`src/rtl/pm_bank.sv`:
```
// pm_bank: two-slot ping-pong bank collecting one trellis step of ACS results
// and streaming it in ascending state order, with optional metric normalisation.
`default_nettype none

module pm_bank #(
    parameter int PM_W    = 7,
    parameter int ADDR_W  = 2,
    parameter int ID_W    = 4,
    parameter int NORM_EN = 1
) (
    input  logic                   PM_clk,
    input  logic                   PM_rst,
    input  logic                   wr_en,
    output logic                   wr_ready,
    input  logic [ADDR_W-1:0]      wr_addr,
    input  logic [PM_W-1:0]        wr_pm,
    input  logic                   wr_dec,
    input  logic [ID_W-1:0]        wr_id,
    output logic                   rd_valid,
    input  logic                   rd_ready,
    output logic [ADDR_W-1:0]      rd_addr,
    output logic [PM_W-1:0]        rd_pm,
    output logic                   rd_dec,
    output logic [ID_W-1:0]        rd_id,
    output logic                   rd_last,
    output logic                   rd_norm,
    output logic [(1<<ADDR_W)-1:0] dec_vec,
    output logic                   err_id,
    output logic                   err_ovf
);

    localparam int NS = 1 << ADDR_W;
    localparam logic [PM_W-1:0] HALF = {1'b1, {(PM_W-1){1'b0}}};

    typedef enum logic [1:0] {
        S_FREE     = 2'd0,
        S_FILLING  = 2'd1,
        S_FULL     = 2'd2,
        S_DRAINING = 2'd3
    } slot_state_t;

    slot_state_t       slot_state [2];
    logic [ID_W-1:0]   slot_id    [2];
    logic [NS-1:0]     slot_mask  [2];
    logic [PM_W-1:0]   slot_min   [2];
    logic              slot_norm  [2];
    logic [NS-1:0]     slot_dec   [2];
    logic [PM_W-1:0]   slot_pm    [2][NS];

    logic              wr_slot;
    logic              rd_slot;
    logic [ADDR_W-1:0] rd_ptr;

    logic              accept;
    logic              first_wr;
    logic              id_ok;
    logic              do_write;
    logic              commit;
    logic              rd_fire;
    logic [NS-1:0]     addr_bit;
    logic [NS-1:0]     new_mask;
    logic [PM_W-1:0]   base_min;
    logic [PM_W-1:0]   new_min;
    logic [PM_W-1:0]   cur_pm;

    always_comb begin
        wr_ready = (slot_state[wr_slot] == S_FREE) || (slot_state[wr_slot] == S_FILLING);
        accept   = wr_en && wr_ready;
        first_wr = (slot_state[wr_slot] == S_FREE);
        id_ok    = first_wr || (wr_id == slot_id[wr_slot]);
        do_write = accept && id_ok;

        addr_bit          = '0;
        addr_bit[wr_addr] = 1'b1;
        new_mask = (first_wr ? '0 : slot_mask[wr_slot]) | addr_bit;
        // A fresh step restarts the minimum, so stale data from the previous step never leaks in.
        base_min = first_wr ? '1 : slot_min[wr_slot];
        new_min  = (wr_pm < base_min) ? wr_pm : base_min;
        commit   = do_write && (&new_mask);

        rd_valid = (slot_state[rd_slot] == S_FULL) || (slot_state[rd_slot] == S_DRAINING);
        rd_fire  = rd_valid && rd_ready;
        rd_addr  = rd_ptr;
        rd_last  = (rd_ptr == {ADDR_W{1'b1}});
        rd_id    = slot_id[rd_slot];
        rd_norm  = slot_norm[rd_slot];
        dec_vec  = slot_dec[rd_slot];
        rd_dec   = dec_vec[rd_ptr];
        cur_pm   = slot_pm[rd_slot][rd_ptr];
        // Every stored metric is >= the committed minimum >= HALF, so subtracting HALF only clears the MSB.
        rd_pm    = rd_norm ? (cur_pm & ~HALF) : cur_pm;
    end

    always_ff @(posedge PM_clk or negedge PM_rst) begin
        if (!PM_rst) begin
            wr_slot <= 1'b0;
            rd_slot <= 1'b0;
            rd_ptr  <= '0;
            err_id  <= 1'b0;
            err_ovf <= 1'b0;
            for (int s = 0; s < 2; s++) begin
                slot_state[s] <= S_FREE;
                slot_id[s]    <= '0;
                slot_mask[s]  <= '0;
                slot_min[s]   <= '1;
                slot_norm[s]  <= 1'b0;
                slot_dec[s]   <= '0;
                for (int a = 0; a < NS; a++) begin
                    slot_pm[s][a] <= '0;
                end
            end
        end else begin
            if (wr_en && !wr_ready) begin
                err_ovf <= 1'b1;
            end
            if (accept && !id_ok) begin
                err_id <= 1'b1;
            end

            // The write and read slots are never the same slot while both are active.
            if (do_write) begin
                slot_pm[wr_slot][wr_addr]  <= wr_pm;
                slot_dec[wr_slot][wr_addr] <= wr_dec;
                slot_mask[wr_slot]         <= new_mask;
                slot_min[wr_slot]          <= new_min;
                if (first_wr) begin
                    slot_id[wr_slot] <= wr_id;
                end
                if (commit) begin
                    slot_state[wr_slot] <= S_FULL;
                    slot_norm[wr_slot]  <= (NORM_EN != 0) && (new_min >= HALF);
                    wr_slot             <= ~wr_slot;
                end else begin
                    slot_state[wr_slot] <= S_FILLING;
                end
            end

            if (rd_fire) begin
                if (rd_last) begin
                    slot_state[rd_slot] <= S_FREE;
                    slot_mask[rd_slot]  <= '0;
                    slot_min[rd_slot]   <= '1;
                    rd_ptr              <= '0;
                    rd_slot             <= ~rd_slot;
                end else begin
                    slot_state[rd_slot] <= S_DRAINING;
                    rd_ptr              <= rd_ptr + 1'b1;
                end
            end
        end
    end

endmodule

`default_nettype wire

```
`config.mk`:
```
export PLATFORM = sky130hd
export DESIGN_NAME = pm_bank
export DESIGN_NICKNAME = d
export VERILOG_FILES = /design/src/rtl/pm_bank.sv
export SDC_FILE = /design/constraint.sdc
export NUM_CORES = 1
export LEC_CHECK = 0
export ABC_AREA = 1
export CAP_MARGIN = 5
export CORE_ASPECT_RATIO = 0.75
export CORE_MARGIN = 4
export CORE_UTILIZATION = 55
export DETAILED_ROUTE_END_ITERATION = 6
export PLACE_DENSITY_LB_ADDON = 0.2
export SLEW_MARGIN = 40
export SYNTH_ARGS = -nofsm -noshare
export SYNTH_HDL_FRONTEND = slang
export SYNTH_SLANG_ARGS = --single-unit
```
`constraint.sdc`:
```
create_clock -name PM_clk -period 5.4 [get_ports PM_clk]
set_input_delay 0.54 -clock PM_clk [delete_from_list [all_inputs] [get_ports PM_clk]]
set_output_delay 0.54 -clock PM_clk [all_outputs]
set_load 0.01 [all_outputs]
```
==> run_results.csv <==
group,metric,value,unit
clocking,ctsHtreeMaxLevel,3,
finish,finish.cell_count_without_fillers,840,
die,start_util,0.5622,
global_route,grt_total_usage,0.2457,
logic_synthesis,synthesis.instances,677,
routing,ant_nets,0,
worst_setup_path,crit_type,"register to output port",
pwr,p_leak,0.002963,uW
global_route,busiest_layer_in_global_routing,"met2",
finish,antenna_cells_inserted,0,
die,rows,31,
worst_setup_path,r2r_end,"slot_norm[1]$_DFFE_PN0P_",
pwr,design_power_total,3661,uW
worst_setup_path,cp-startpoint,"rd_addr[0]$_DFFE_PN0P_",
routing,vias_per_instance,5.594,
routing,route.final.wire_length,13360,um
logic_synthesis,syn-num-nets,702,
die,die_height,94.05,um
worst_setup_path,cp_cell_sequence,"inv_1 > o21ai_0 > o22ai_1 > nor2_1 > a31oi_1 > clkdlybuf4s50_1",
placement,gp_routability_congestion,0.8668,
die,io_pins,42,
clocking,cts_tree,"yes",
die,core_area,0.009658,mm2
timing,final_max_tran_viols,0,
timing,layout_worst_path_cycle_share,0.6605,
global_route,maximum_number_of_pins_on_one_net_before_global_route_repair,58,
routing,first_iter_violations,490,
timing,rsz0062_at_grt,"no",
logic_synthesis,synthesis.yosys.warnings,0,
flow_run,max_cap_violations,0,
timing,max-slew-margin-rel,0.5142,
global_route,met3_usage,0.04636,
timing,timing.final.setup_violations,0,
clocking,post_cts_buffers,0,
timing,timing.final.hold_violations,0,
worst_setup_path,critical_path.slowest_cell,"sky130_fd_sc_hd__dfrtp_1",
die,die_w,122.7,um
logic_synthesis,syn-cell-area,0.005430,mm2
worst_setup_path,cp_data_arrival_time,3030,ps
worst_setup_path,reg2reg_slack,2380,ps
clocking,cts.reportedPaths.clkPinSlew,70,ps
global_route,first_global_vias,4314,
clocking,cts.hold.buffers_added,0,
global_route,grt.met2_usage,0.3765,
clocking,postCtsResizedCells,0,
global_route,first_pass_grt_wire_length,22070,um
pwr,peakVddDrop,0.2398,mV
clocking,clock_insertion_delay_worst_skew,350,ps
clocking,clock_path_buffers,2,
placement,dp_cells,824,
global_route,gr-usage-met1,0.3599,
worst_setup_path,critical_path.reg2reg.startpoint,"wr_slot$_DFFE_PN0P_",
clocking,clockRootBuffer,"sky130_fd_sc_hd__clkbuf_16",
logic_synthesis,synth_seq_area_share,0.4917,
timing,finalHoldWorstSlack,197.3,ps
global_route,antenna_found_initial,0,
timing,finalWorstPathRequiredPeriod,3567,ps
global_route,grt_overflow,0,
timing,achievable-frequency,280.4,MHz
worst_setup_path,cp.required,4860,ps
timing,timing_worst_slew_pin_value,728.8,ps
finish,layout.core_utilization,0.6360,
placement,port-buffer-count,41,
die,design.die.area,0.01154,mm2
timing,timing.setup.tns,0,ps
worst_setup_path,critical-path-max-stage-delay,660,ps
finish,final_layout_size_suffix_gt1_frac,0.1059,
worst_setup_path,crit_path_end_kind,"output port",
logic_synthesis,postSynthRegisterBits,106,
outcome,status,"finished, final reports clean",
finish,final.fill_count,835,
routing,drt_pass1_iterations,5,
worst_setup_path,r2r_cells,14,
routing,detailroute.via_count,4699,
hold_path,hold_path_class,"input port to asynchronous set/reset pin",
clocking,cts_buffers,9,
worst_setup_path,crit_path_start_kind,"register",
worst_setup_path,path_max_fanout,19,
logic_synthesis,mean_cell_area_of_the_mapped_netlist,8.021,um2
logic_synthesis,netlist-cell-type-count,33,
finish,nets,728,
placement,dp_hpwl,8877,um
routing,remaining_drc_errors,0,
timing,clock-skew-final,9.995,ps
finish,synthToLayoutAreaGrowth,13.11,%
pwr,powerDensity,596.0,mW/mm2
clocking,cts.sink_count,106,
routing,wl_per_cell,15.91,um
[layout by cell type (no fill, tap or decap), types with 2 or more instances in the layout]
master	instances
sky130_fd_sc_hd__a21oi_1	26
sky130_fd_sc_hd__a31oi_1	7
sky130_fd_sc_hd__buf_4	3
sky130_fd_sc_hd__clkbuf_16	9
sky130_fd_sc_hd__clkdlybuf4s50_1	40
sky130_fd_sc_hd__clkinv_2	3
sky130_fd_sc_hd__dfrtp_1	91
sky130_fd_sc_hd__dfstp_2	14
sky130_fd_sc_hd__ha_1	7
sky130_fd_sc_hd__inv_1	44
sky130_fd_sc_hd__inv_6	4
sky130_fd_sc_hd__nand2_1	199
sky130_fd_sc_hd__nand2_2	7
sky130_fd_sc_hd__nand2_4	9
sky130_fd_sc_hd__nand3_1	33
sky130_fd_sc_hd__nand3_4	2
sky130_fd_sc_hd__nor2_1	68
sky130_fd_sc_hd__nor2_2	3
sky130_fd_sc_hd__nor3b_1	4
sky130_fd_sc_hd__o21ai_0	68
sky130_fd_sc_hd__o21ai_1	35
sky130_fd_sc_hd__o21ai_2	13
sky130_fd_sc_hd__o22ai_1	7
[state kept, by name, summed over array words and instances (netlist names)]
name,cells
err_id,1
slot_dec,8
slot_pm,56
slot_min,14
slot_norm,2
slot_id,8
wr_slot,1
rd_addr,2
slot_mask,8
slot_state,4
err_ovf,1
rd_slot,1
[cell usage after synthesis, drive strengths merged]
library cell	number	area, um2
a31o	1	8.760
buf	20	165.2
a31oi	7	43.79
dfstp	14	367.9
clkbuf	8	30.03
o22ai	7	43.79
nor2	71	271.5
or2	2	12.52
a21oi	26	130.1
o21ai	116	629.4
nand2	215	892.1
o21bai	1	7.510
a211oi	1	7.510
nand3	35	200.2
nor3b	4	30.03
inv	46	177.7
a22oi	1	7.510
ha	7	87.58
clkinv	2	8.750
dfrtp	92	2302
nand4	1	6.260
[logic make-up (layout without fill, tap and decap cells)]
group	Yosys count	count (layout)	share of synthesized area
simple gates	328	328	0.2601
compound gates	160	160	0.1618
flops	106	106	0.4917
buf+inv	76	107	0.07028
fa+ha+maj	7	7	0.01613
[metrics by stage]
step | instance area (um2) | setup WS, ps
floorplan | 5430 | 2767
detailed placement | 5828 | 2143
global placement | 5823 | 1929
global route | 6142 | 1756
finish | 6142 | 1833
CTS | 6137 | 1850
[area by class of cell]
| class | count | area, um2 | area share |
|---|---|---|---|
| Multi-Input combinational cell | 495 | 2386 | 0.3885 |
| Timing Repair Buffer | 43 | 422.9 | 0.06885 |
| Tap cell | 132 | 165.2 | 0.02689 |
| Sequential cell | 106 | 2671 | 0.4349 |
| Clock buffer | 10 | 239.0 | 0.03891 |
| Clock inverter | 6 | 70.07 | 0.01141 |
| Inverter | 48 | 187.7 | 0.03056 |
[per-layer routing]
| metal | up-vias | part of all wire |
|---|---|---|
| met4 | 0 | 0.015 |
| met2 | 168 | 0.45 |
| met3 | 20 | 0.073 |
| met5 | - | 0 |
| met1 | 2246 | 0.46 |
| li1 | 2265 | - |
[worst max-delay path, delay by kind of cell (launching register included)]
kind | cells | cell delay (ps)
DFF | 1 | 660
and+or+nand+nor | 1 | 70
AOI/OAI and AO/OA | 3 | 730
buffers and inverters | 2 | 1220
[power breakdown]
group	total, uW	switching [uW]	internal, uW
clock	689	311	378
combinational	1690	1030	659
sequential	1280	192	1090
[how the worst max path moves through the flow]
stage | to | slack, ps | depth (start not counted)
floorplan | slot_norm[0]$_DFFE_PN0P_ | 2770 | 15
global placement | slot_min[6]$_DFF_PN1_ | 1930 | 14
detailed placement | slot_min[6]$_DFF_PN1_ | 2140 | 14
CTS | rd_pm[0] | 1850 | 6
global route | rd_pm[6] | 1760 | 6
finish | rd_pm[0] | 1830 | 6
(Power assumes the default switching activity.)
